$ cat src/rtl/serial_alu.sv
// Digit-serial ALU: consumes DIGIT bits per cycle, LSB first, with one carry register between digits.
// The result and flags update only on the edge that processes the final digit.
//
//   state  | meaning
//   -------+------------------------------------------------------------
//   S_IDLE | waiting for start; outputs hold the last result
//   S_RUN  | processing digit cnt_q; busy high, start ignored
//   S_DONE | one cycle with done high; a start here is accepted at once
module serial_alu #(
   parameter int WIDTH = 32,
   parameter int DIGIT = 1
) (
   input  logic             clock,
   input  logic             reset,
   input  logic             start,
   input  logic [WIDTH-1:0] A,
   input  logic [WIDTH-1:0] B,
   input  logic [2:0]       control,
   output logic [WIDTH-1:0] out,
   output logic             carryout,
   output logic             overflow,
   output logic             zero,
   output logic             negative,
   output logic             busy,
   output logic             done
);

   localparam int N  = WIDTH / DIGIT;
   localparam int CW = (N > 1) ? $clog2(N) : 1;

   typedef enum logic [1:0] {
      S_IDLE = 2'd0,
      S_RUN  = 2'd1,
      S_DONE = 2'd2
   } state_t;

   state_t           state_q, state_d;

   logic [WIDTH-1:0] a_q, b_q;
   logic [2:0]       ctl_q;
   logic [CW-1:0]    cnt_q;
   logic             carry_q, carry_d;
   logic [WIDTH-1:0] shadow_q, shadow_d;

   logic [WIDTH-1:0] out_q;
   logic             cout_q, cout_d;
   logic             ovf_q, ovf_d;
   logic             zero_q;
   logic             neg_q;

   logic             accept;
   logic             last_digit;
   logic             is_arith;
   logic [DIGIT-1:0] a_dig, b_dig, b_eff, dig_res;
   logic [DIGIT:0]   sum;

   assign accept     = start && (state_q != S_RUN);
   assign last_digit = (cnt_q == CW'(N - 1));

   // State register
   always_ff @(posedge clock) begin
      if (reset) begin
         state_q <= S_IDLE;
      end else begin
         state_q <= state_d;
      end
   end

   // Next-state logic
   always_comb begin
      state_d = state_q;
      case (state_q)
         S_IDLE:  if (start) state_d = S_RUN;
         S_RUN:   if (last_digit) state_d = S_DONE;
         S_DONE:  state_d = start ? S_RUN : S_IDLE;
         default: state_d = S_IDLE;
      endcase
   end

   // Output logic
   always_comb begin
      busy = (state_q == S_RUN);
      done = (state_q == S_DONE);
   end

   // Operands shift right each cycle, so the current digit always sits in the low bits.
   assign a_dig    = a_q[DIGIT-1:0];
   assign b_dig    = b_q[DIGIT-1:0];
   assign b_eff    = b_dig ^ {DIGIT{ctl_q[0]}};
   assign is_arith = (ctl_q[2:1] == 2'b01);
   assign sum      = {1'b0, a_dig} + {1'b0, b_eff} + {{DIGIT{1'b0}}, carry_q};

   always_comb begin
      dig_res = '0;
      case (ctl_q)
         3'd2, 3'd3: dig_res = sum[DIGIT-1:0];
         3'd4:       dig_res = a_dig & b_dig;
         3'd5:       dig_res = a_dig | b_dig;
         3'd6:       dig_res = ~(a_dig | b_dig);
         3'd7:       dig_res = a_dig ^ b_dig;
         default:    dig_res = '0;
      endcase
   end

   // Result fills from the top; after N digits the LSB digit has reached bit 0.
   assign shadow_d = (shadow_q >> DIGIT) | (WIDTH'(dig_res) << (WIDTH - DIGIT));
   assign carry_d  = is_arith ? sum[DIGIT] : carry_q;
   assign cout_d   = is_arith & sum[DIGIT];
   // Carry into the MSB recovered as a^b^s of that bit.
   assign ovf_d    = is_arith & (a_dig[DIGIT-1] ^ b_eff[DIGIT-1] ^ sum[DIGIT-1] ^ sum[DIGIT]);

   always_ff @(posedge clock) begin
      if (reset) begin
         a_q      <= '0;
         b_q      <= '0;
         ctl_q    <= '0;
         cnt_q    <= '0;
         carry_q  <= 1'b0;
         shadow_q <= '0;
         out_q    <= '0;
         cout_q   <= 1'b0;
         ovf_q    <= 1'b0;
         zero_q   <= 1'b0;
         neg_q    <= 1'b0;
      end else if (accept) begin
         a_q     <= A;
         b_q     <= B;
         ctl_q   <= control;
         cnt_q   <= '0;
         carry_q <= control[0];
      end else if (state_q == S_RUN) begin
         a_q      <= a_q >> DIGIT;
         b_q      <= b_q >> DIGIT;
         shadow_q <= shadow_d;
         carry_q  <= carry_d;
         cnt_q    <= cnt_q + CW'(1);
         if (last_digit) begin
            out_q  <= shadow_d;
            cout_q <= cout_d;
            ovf_q  <= ovf_d;
            zero_q <= (shadow_d == '0);
            neg_q  <= shadow_d[WIDTH-1];
         end
      end
   end

   assign out      = out_q;
   assign carryout = cout_q;
   assign overflow = ovf_q;
   assign zero     = zero_q;
   assign negative = neg_q;

endmodule

$ cat config.mk
export PLATFORM = sky130hd
export DESIGN_NAME = serial_alu
export DESIGN_NICKNAME = d
export VERILOG_FILES = /design/src/rtl/serial_alu.sv
export SDC_FILE = /design/constraint.sdc
export NUM_CORES = 1
export LEC_CHECK = 0
export ABC_AREA = 1
export ABC_CLOCK_PERIOD_IN_PS = 3200
export CORE_MARGIN = 10
export CORE_UTILIZATION = 56
export CTS_CLUSTER_SIZE = 14
export DETAILED_ROUTE_END_ITERATION = 8
export PLACE_DENSITY = 0.95
export SLEW_MARGIN = 25
export SYNTH_ARGS = -nofsm -noshare
export SYNTH_HDL_FRONTEND = slang
export SYNTH_SLANG_ARGS = --single-unit
export TNS_END_PERCENT = 5
$ cat constraint.sdc
create_clock -name clock -period 3.2 [get_ports clock]
set_input_delay 0.64 -clock clock [delete_from_list [all_inputs] [get_ports clock]]
set_output_delay 0.64 -clock clock [all_outputs]
set_load 0.01 [all_outputs]
==> impl_metrics.py <==
metrics = {
    "outcome": {
        "status": "complete, no violations",
    },
    "setup_path": {
        "end_kind": "output pin",
        "endpoint": "busy",
        "startpoint": "state_q[0]",
        "r2r-end": "a_q[2]",
        "r2r_cells": 9,
        "r2r_start": "state_q[1]",
        "arrival_ns": 2.05,
        "start_kind": "register",
        "reg2reg_slack_ns": 1.04,
        "path_class": "reg2out",
        "cp_max_fo": 54,
        "required_ns": 2.56,
    },
    "sta": {
        "finClkSkew_ns": 0.0105,
        "fin_setup_tns_ns": 0,
        "fin_crit_ns": 2.69,
        "timing.slew.headroom_pct": 50.7,
        "finalCritPeriodShare_pct": 84.2,
        "hold_viol": 0,
        "worst_pin_slew_ns": 0.738,
        "max_freq_mhz": 371,
        "maxSlewViolCount": 0,
        "rsz0062_at_grt": "false",
        "setup_viol": 0,
    },
    "placed_design": {
        "gp_congestion": 0.832,
        "dpl.cell_count": 982,
        "dp_hpwl_um": 9470,
        "io_buffers": 107,
    },
    "drt": {
        "top_layer_used": "met4",
        "post_drt_via_cell_ratio": 5.43,
        "detail-route-antenna-nets": 0,
        "num_vias": 5511,
        "drt-total-wl_um": 15800,
        "route.detailed.drc": 0,
        "first_pass_iters": 5,
        "wl_met1_um": 6300,
        "wl_met2_um": 7770,
        "dr_wl_met3_um": 1030,
        "wl_per_cell_um": 15.6,
        "drtIter0Drc": 584,
    },
    "synth": {
        "syn_inst": 778,
        "ys_types": 28,
        "yosysWarnings": 0,
        "syn-mean-instance-area_um2": 7.52,
        "synthesis.nets": 854,
        "seq_area_frac_synth_pct": 48.3,
        "ys_ff_latch": 141,
        "syn_area_um2": 5850,
    },
    "clock_tree": {
        "root_buffer": "clkbuf_8",
        "ctsHtreeMaxLevel": 4,
        "cts_buffers": 17,
        "cts_sinks": 141,
        "postCtsResizedCells": 0,
        "clk_latency_ns": 0.53,
        "cts_hold_buf": 0,
        "clk_pin_slew_worst_paths_ns": 0.07,
        "cts_tree": "built",
        "clockBufferDepth": 2,
        "postCtsSetupRepairBufs": 0,
    },
    "global_routing": {
        "grt_pass1_vias": 5334,
        "grt_usage_pct": 20.9,
        "grt_pass1_wl_um": 25400,
        "antenna_found_initial": 1,
        "overflow": 0,
        "grt_max_degree": 56,
    },
    "cells_and_area": {
        "fin_util_pct": 74.2,
        "final_common_cell": "nand2_1",
        "drive_gt1_share_pct": 5.58,
        "fin_cells": 1015,
        "final_cell_mix": "nand2_1, inv_1, dfxtp_1, clkdlybuf4s50_1, o221ai_1",
        "fin_nets": 941,
        "syn2layout_area_growth_pct": 29.8,
        "n_fill_cell": 653,
    },
    "power": {
        "p_leak_uw": 0.00335,
        "p_total_uw": 4390,
        "p_per_area_nw_per_um2": 579,
        "ir_drop_v": 0.000293,
    },
    "floorplan": {
        "core_um2": 10200,
        "initial_core_util_pct": 57.2,
        "dieArea_um2": 14900,
        "ioPinCount": 108,
        "fp.dieH_um": 122,
        "die_w_um": 122,
        "rows": 37,
    },
    "run": {
        "maxCapViolCount": 0,
    },
    "worst_hold_path": {
        "hold_path_class": "reg2reg",
    },
}
## final cells by class
class	instances	area (µm²)	area share [%]
Sequential cell	141	2820	37.2
Clock inverter	14	169	2.23
Tap cell	136	170	2.24
Clock buffer	18	428	5.64
Antenna cell	1	2.50	0.0330
Timing Repair Buffer	115	1180	15.6
Inverter	155	582	7.67
Multi-Input combinational cell	435	2230	29.4
## flip-flops by register name, summed over array words and instances (netlist names)
name      flops
b_q          32
cnt_q         5
state_q       2
zero          1
carry_q       1
carryout      1
out          32
shadow_q     31
a_q          32
ctl_q         3
overflow      1
## routing by layer
layer	vias up	track usage (%)
met5	-	0
met4	0	12.7
met3	62	5.50
met2	234	35.3
met1	2555	23.0
li1	2660	-
## cells in the mapped netlist, drive strengths merged
cell type  number  area (µm²)
nand2         183         704
inv           155         582
dfxtp         141        2820
o221ai         57         499
nor2           52         198
o21ai          45         225
a21oi          42         210
buf            32         154
nand3          23         120
clkbuf         15        56.3
a211oi         10        75.1
ha              5        62.6
o211ai          4        30.0
o22ai           4        25.0
xor2            4        35.0
nor3            2        10.0
a31oi           1        6.26
fa              1        20.0
o21a            1        7.51
or2             1        6.26
## through the flow
stage	instance area (µm²)	hold WS, ns	setup WS (ns)
global route	7590	0.491	0.437
global placement	6990	0.454	0.849
CTS	7590	0.465	0.521
finish	7590	0.464	0.506
detailed placement	6990	0.455	0.830
floorplan	5850	0.449	1.68
## report_power, final
group,switching (µW),internal (µW)
combinational,294,211
clock,829,1160
sequential,50.7,1850
total,1170,3220
## how the worst min path moves through the flow
stage	depth (start not counted)	slack, ns	from	to
after global placement	2	0.45	out[26]	out[26]
after detailed placement	2	0.45	out[12]	out[12]
after CTS	2	0.46	out[12]	out[12]
after global routing	2	0.49	out[18]	out[18]
final	2	0.46	out[12]	out[12]
after floorplan	2	0.45	cnt_q[4]	cnt_q[4]
## cell families (layout without fill, tap and decap cells)
kind of cell / Yosys count / after routing / share of synthesized area [%]
AO/OA/AOI/OAI: 164 / 164 / 18.4
XOR/XNOR: 4 / 4 / 0.599
adder cells (fa/ha/maj): 6 / 6 / 1.41
buffers and inverters: 202 / 302 / 13.5
flip-flops: 141 / 141 / 48.3
other: 0 / 1 / 0
AND/OR/NAND/NOR: 261 / 261 / 17.8
## critical path: stages (launching register included)
cell and delay, ns:
dfxtp_1 0.44, nand2_4 0.36, inv_2 0.17, clkdlybuf4s50_1 0.56
Power figures use the tool's default switching activity.
